<file path="src/rtl/avg_dc_block_mc_pkg.sv">
// Shared definitions for the sliding-window averager / DC remover.
// Latency: n/a (types, constants and pure functions only).
// Backpressure: n/a.
package avg_pkg;

  // mode_i encodings, sampled together with valid_i
  localparam logic MODE_DC   = 1'b0;  // output x - mean
  localparam logic MODE_MEAN = 1'b1;  // output mean

  // Width of the clip helper's input. Differences are carried sign-extended
  // to this width so the helper serves any sample width up to 63 bits.
  localparam int CLIP_W = 64;

  // Running-sum width: DEPTH samples of WIDTH bits never overflow this.
  function automatic int sumw(input int width, input int log2_depth);
    return width + log2_depth;
  endfunction

  // Clamp a signed value to the w-bit signed range.
  // Returns {clamped_flag, clamped_value}. The value is sign-extended to
  // CLIP_W bits, so callers take the low w bits.
  function automatic logic [CLIP_W:0] sat_clip(input logic signed [CLIP_W-1:0] d,
                                               input int w);
    logic signed [CLIP_W-1:0] hi;
    logic signed [CLIP_W-1:0] lo;
    hi = (64'sd1 <<< (w - 1)) - 64'sd1;
    lo = -(64'sd1 <<< (w - 1));
    if (d > hi)      return {1'b1, hi};
    else if (d < lo) return {1'b1, lo};
    else             return {1'b0, d};
  endfunction

endpackage

</file>
<file path="src/rtl/avg_dc_block_mc_ring_ram.sv">
// Ring buffer holding the last DEPTH sample sets (all channels in one word).
// Latency: read is combinational; write lands at the clock edge.
// Backpressure: none; one write per cycle.
// Ports: clk_i clock, we_i write enable, addr_i shared read/write address,
//        wdat_i write word, rdat_o word currently stored at addr_i (pre-write).
module avg_ring_ram #(
  parameter int AW = 7,
  parameter int DW = 32
) (
  input  logic          clk,
  input  logic          we_i,
  input  logic [AW-1:0] addr_i,
  input  logic [DW-1:0] wdat_i,
  output logic [DW-1:0] rdat_o
);

  logic [DW-1:0] mem_q [2**AW];

  // Async read sees the word before this cycle's write: the evicted sample.
  assign rdat_o = mem_q[addr_i];

  always_ff @(posedge clk) begin
    if (we_i) mem_q[addr_i] <= wdat_i;
  end

endmodule

</file>
<file path="src/rtl/avg_dc_block_mc.sv">
// Multi-channel sliding-window mean / DC remover over the last 2**LOG2_DEPTH samples.
// Latency: 1 cycle from valid_i to valid_o; data_o/sat_o hold between valids.
// Backpressure: none; accepts a sample set every cycle.
// Ports: clk, rst (sync, active-high), valid_i/flush_i/mode_i/data_i in;
//        valid_o/data_o/primed_o/sat_o out. data_i/data_o pack ch0 in the LSBs.
module avg_dc_block_mc
  import avg_pkg::*;
#(
  parameter int WIDTH      = 16,
  parameter int LOG2_DEPTH = 7,
  parameter int CHANNELS   = 2
) (
  input  logic                      clk,
  input  logic                      rst,
  input  logic                      valid_i,
  input  logic                      flush_i,
  input  logic                      mode_i,
  input  logic [CHANNELS*WIDTH-1:0] data_i,
  output logic                      valid_o,
  output logic [CHANNELS*WIDTH-1:0] data_o,
  output logic                      primed_o,
  output logic [CHANNELS-1:0]       sat_o
);

  localparam int DEPTH = 1 << LOG2_DEPTH;
  localparam int SW    = sumw(WIDTH, LOG2_DEPTH);

  logic                      accept;
  logic                      primed;
  logic [LOG2_DEPTH-1:0]     wr_ptr_q, wr_ptr_d;
  logic [LOG2_DEPTH:0]       fill_q, fill_d;
  logic [CHANNELS*WIDTH-1:0] old_word;
  logic [CHANNELS*WIDTH-1:0] data_d, data_q;
  logic [CHANNELS-1:0]       sat_d, sat_q;
  logic                      valid_q;

  assign accept = valid_i & ~flush_i;

  // fill saturates at exactly DEPTH, so its MSB alone means "window full".
  assign primed   = fill_q[LOG2_DEPTH];
  assign wr_ptr_d = wr_ptr_q + 1'b1;
  assign fill_d   = primed ? fill_q : fill_q + 1'b1;

  avg_ring_ram #(
    .AW (LOG2_DEPTH),
    .DW (CHANNELS*WIDTH)
  ) u_ram (
    .clk    (clk),
    .we_i   (accept),
    .addr_i (wr_ptr_q),
    .wdat_i (data_i),
    .rdat_o (old_word)
  );

  for (genvar c = 0; c < CHANNELS; c++) begin : g_ch
    logic signed [WIDTH-1:0]  x;
    logic signed [WIDTH-1:0]  old;
    logic signed [SW-1:0]     sum_q, sum_d;
    logic signed [SW-1:0]     mean;
    logic signed [CLIP_W-1:0] diff;
    logic [CLIP_W:0]          clip;
    logic                     unused_clip_hi;

    assign x = data_i[c*WIDTH +: WIDTH];
    // Until the window is full the RAM slot holds nothing real (or stale
    // pre-flush data), so nothing is evicted.
    assign old = primed ? old_word[c*WIDTH +: WIDTH] : '0;
    // The final sum always fits SW bits, so modular intermediate is exact.
    assign sum_d = sum_q + SW'(x) - SW'(old);
    assign mean  = sum_d >>> LOG2_DEPTH;
    assign diff  = CLIP_W'(x) - CLIP_W'(mean);
    assign clip  = sat_clip(diff, WIDTH);
    assign unused_clip_hi = ^clip[CLIP_W-1:WIDTH];

    // The mean of WIDTH-bit samples always fits WIDTH bits: no clamp needed.
    assign data_d[c*WIDTH +: WIDTH] = (mode_i == MODE_MEAN) ? mean[WIDTH-1:0]
                                                            : clip[WIDTH-1:0];
    assign sat_d[c] = (mode_i == MODE_DC) & clip[CLIP_W];

    always_ff @(posedge clk) begin
      if (rst || flush_i) sum_q <= '0;
      else if (accept)    sum_q <= sum_d;
    end
  end

  always_ff @(posedge clk) begin
    if (rst || flush_i) begin
      wr_ptr_q <= '0;
      fill_q   <= '0;
    end else if (accept) begin
      wr_ptr_q <= wr_ptr_d;
      fill_q   <= fill_d;
    end
  end

  always_ff @(posedge clk) begin
    if (rst) begin
      valid_q <= 1'b0;
      data_q  <= '0;
      sat_q   <= '0;
    end else begin
      valid_q <= accept;
      if (accept) begin
        data_q <= data_d;
        sat_q  <= sat_d;
      end
    end
  end

  assign valid_o  = valid_q;
  assign data_o   = data_q;
  assign sat_o    = sat_q;
  assign primed_o = primed;

endmodule

</file>
<file path="config.mk">
export PLATFORM = sky130hd
export DESIGN_NAME = avg_dc_block_mc
export DESIGN_NICKNAME = d
export VERILOG_FILES = /design/src/rtl/avg_dc_block_mc_pkg.sv /design/src/rtl/avg_dc_block_mc_ring_ram.sv /design/src/rtl/avg_dc_block_mc.sv
export SDC_FILE = /design/constraint.sdc
export NUM_CORES = 2
export LEC_CHECK = 0
export BUFFER_PORTS_ARGS = -buffer_cell sky130_fd_sc_hd__buf_2
export CAP_MARGIN = 20
export CORE_AREA = 5 5 474 570
export CTS_CLUSTER_DIAMETER = 200
export DETAILED_ROUTE_END_ITERATION = 16
export DIE_AREA = 0 0 479 575
export GPL_ROUTABILITY_DRIVEN = 0
export PLACE_DENSITY = 0.79
export SLEW_MARGIN = 20
export SYNTH_ARGS = -nofsm -noshare
export SYNTH_HDL_FRONTEND = slang
export SYNTH_SLANG_ARGS = --single-unit
</file>
<file path="constraint.sdc">
create_clock -name clk -period 9.9 [get_ports clk]
set_input_delay 1.485 -clock clk [delete_from_list [all_inputs] [get_ports clk]]
set_output_delay 1.485 -clock clk [all_outputs]
set_load 0.01 [all_outputs]
</file>
==> summary.txt <==
Root Buffer - clkbuf_16
Initial DRC count - 17200
CP arrival - 10280 ps
Critical Path Slowest Stage Cell - mux4_2
Switching power - 0.00840 W
Antenna violations before repair - 61
First-pass GRT wire length - 702 mm
Die area - 275000 um^2
Syn Std Cell Area - 165000 um^2
Layout area overhead - 11.9%
Mapped Cells - 7202
Yosys cell types - 86
Largest net degree at the start of global routing - 113
Crit Path Category - reg -> reg
Die H - 575 um
# fillers - 13800
Total GRT Usage - 36.9%
Vias per inst - 7.72
Critical-path maximum fanout - 53
Cell Area, Placed - 173000 um^2
HP Class - reg -> reg
Row count - 207
Crit path capture type - register
Antenna Nets Post-Route - 0
Maximum vdd ir drop - 0.000154 V
Routed WL per cell - 44.4 um
RSZ-0062 raised after global routing - no
H-Tree Depth - 5
Ports - 73
Final slew viol count - 0
Cts hold-fix bufs - 0
Clock slew at reported path FFs - 70 ps
Post-synth net total - 7355
Asr flop ratio synth - 0%
TritonCTS clock tree - yes
Pre-Repair DR Iteration Count - 9
Comb power frac - 6.9%
Initial Util - 62.6%
Syn. warnings - 0
Clock latency on the worst-skew pair - 950 ps
DR vias - 88000
CORE AREA - 264000 um^2
Fin crit share - 95.8%
Design Area, Final - 185000 um^2
Startpoint types - register
Clock power frac - 40.4%
CP required - 10700 ps
Setup Skew - 76.0 ps
Synth Flop Type - edfxtp_1
Layout cells sized above 1 - 30.9%
Detailed-placement wirelength estimate - 253 mm
Max Fclk - 105 MHz
DRC Markers - 0
IO Port Bufs - 72
Worst rel slew slack - 19.5%
#FFs+latches synth - 4199
Clk buf depth - 4
P_leak - 56.4 nW
Status - finished, final reports clean
Sequential share of the synthesized area - 75.7%
Int Pwr - 0.0287 W
Num CTS Buffers - 377
Vias in the first global route - 87500
FF-to-FF setup slack - 420 ps
Slew @ Worst Pin - 1210 ps
Period minus WS final - 9480 ps
Fin Setup TNS - 0 ps
CTS sink count - 4199
Switching Share - 22.7%
Power Dens Cells - 201 nW/um^2
Number of enable flip-flop cells after synthesis - 4096
Final hold vios - 0
Die Width - 479 um
Largest stage delay, worst path - 700 ps
Sequential share of power - 52.7%
Drt total wl - 505 mm
Max-cap violations - 0
Final Setup Violations - 0
Total grt overflow - 0
Final-stage net count - 7766
Syn avg cell area - 22.9 um^2
## repair_timing
item	4_1_cts	5_1_grt
endpoints found under the setup margin	0	6
gates resized for setup	0	1
setup buffers	0	4
## cell usage in the layout (no fill, tap or decap), types with 9 or more instances in the layout
cell        count
mux2i_1        48
clkbuf_16     386
clkinv_2       63
buf_12         46
clkbuf_1       66
o21ai_1        17
or2_2          13
diode_2        28
o21ai_0        52
mux4_2       1344
ha_1           70
nor3_1         15
clkinv_1       79
xnor2_1        50
nor2_4        126
bufinv_16      40
nor2b_1        41
buf_4         299
a21oi_1        94
nor2_1        126
nand2_1        83
and3_1          9
inv_1         202
clkinvlp_4     20
xor2_1         28
dfxtp_1        96
a21o_1         27
a31oi_1        11
nand4_1        10
maj3_1         17
nand2b_1       19
buf_2          40
a211oi_1       30
o21a_1          9
and2_1          9
clkinv_4       10
inv_6          11
fa_1           46
edfxtp_1     4096
nand3_1        16
## registers in the layout (all words and copies together), names as in the netlist, named ones only
| name | flops |
|---|---|
| data_o | 32 |
| fill_q | 8 |
| g_ch.sum_q | 46 |
| sat_o | 2 |
| u_ram.mem_q | 4096 |
| valid_o | 1 |
| wr_ptr_q | 7 |
## critical path, delay by kind of cell (launching register included)
kind                     cells  cell delay [ps]
adder cells (fa/ha/maj)      3             1210
buffers and inverters        5             1070
multiplexers                 4             2100
AND/OR/NAND/NOR              4              960
AO/OA/AOI/OAI               12             3120
flip-flops                   1              540
XOR/XNOR                     1              270
## cells in the mapped netlist, types with 6 or more instances
cell type	instances	area [um^2]
o21ai_1	17	85.1
nor2_1	253	950
a211oi_1	30	225
clkbuf_1	280	1050
o21ai_0	52	260
a21oi_1	94	470
nand2b_1	19	119
o21a_1	9	67.6
mux2_2	6	67.6
xor2_1	28	245
edfxtp_1	4096	123000
xnor2_1	50	438
a21o_1	27	203
nor3_1	16	80.1
a31oi_1	11	68.8
maj3_1	17	170
a211o_1	6	52.6
ha_1	70	876
nand4_1	10	62.6
and3_1	10	62.6
o211ai_1	8	60.1
fa_1	46	921
and2_1	9	56.3
buf_1	70	263
nor2b_1	41	257
buf_2	6	30.0
inv_1	202	758
nand3_1	18	90.1
mux2i_1	48	480
dfxtp_1	103	2060
nand2_1	83	312
or2_2	14	87.6
mux4_2	1344	30300
## routing by layer
metal | global-route usage (%) | vias to the layer above | wire length, um
met5 | 0 | - | 263
met4 | 20.8 | 36 | 36300
met3 | 12.1 | 1896 | 77900
met2 | 56.2 | 9657 | 236000
met1 | 47.8 | 45100 | 155000
li1 | - | 31300 | -
## stage by stage
stage | worst slack [ps] | hold slack (ps) | power, W | utilization (%) | std cells
3_5_place_dp | 668 | 451 | 0.0224 | 65.4 | 10700
5_1_grt | 175 | 466 | 0.0381 | 70.0 | 11400
4_1_cts | 427 | 459 | 0.0370 | 70.0 | 11400
6_report | 420 | 457 | 0.0371 | 70.0 | 11400
2_1_floorplan | 1370 | 454 | 0.0215 | - | 7202
3_3_place_gp | 788 | 447 | 0.0223 | 65.4 | 10700
## kinds of logic after synthesis
family	share of synthesized area, %
buf+inv	1.28
mux	18.7
flops	75.7
xor+xnor	0.441
compound gates	1.37
fa+ha+maj	1.19
simple gates	1.38
## cell type report
class | instances | area, um^2 | share of cell area [%]
Sequential cell | 4199 | 125000 | 67.7
Clock buffer | 454 | 9930 | 5.37
Tap cell | 3448 | 4310 | 2.33
Clock inverter | 228 | 2230 | 1.21
Multi-Input combinational cell | 2443 | 39000 | 21.1
Inverter | 203 | 762 | 0.412
Antenna cell | 28 | 70.1 | 0.0379
Timing Repair Buffer | 389 | 3410 | 1.85
## power by group through the flow
stage,registers (W),clock network (W),logic (W)
2_1_floorplan,0.0199,0,0.00152
3_3_place_gp,0.0199,0,0.00234
3_5_place_dp,0.0199,0,0.00241
4_1_cts,0.0196,0.0150,0.00248
5_1_grt,0.0195,0.0158,0.00270
6_report,0.0196,0.0150,0.00257
## path summary, 6_finish.rpt
path,end,startpoint,depth (start not counted)
setup / recovery,data_o[7],register,29
hold / removal,data_o[28],data_o[28],2
setup reg to reg,data_o[7],register,29
hold reg to reg,data_o[28],data_o[28],2
No activity file was read; power rests on OpenSTA's default activity.
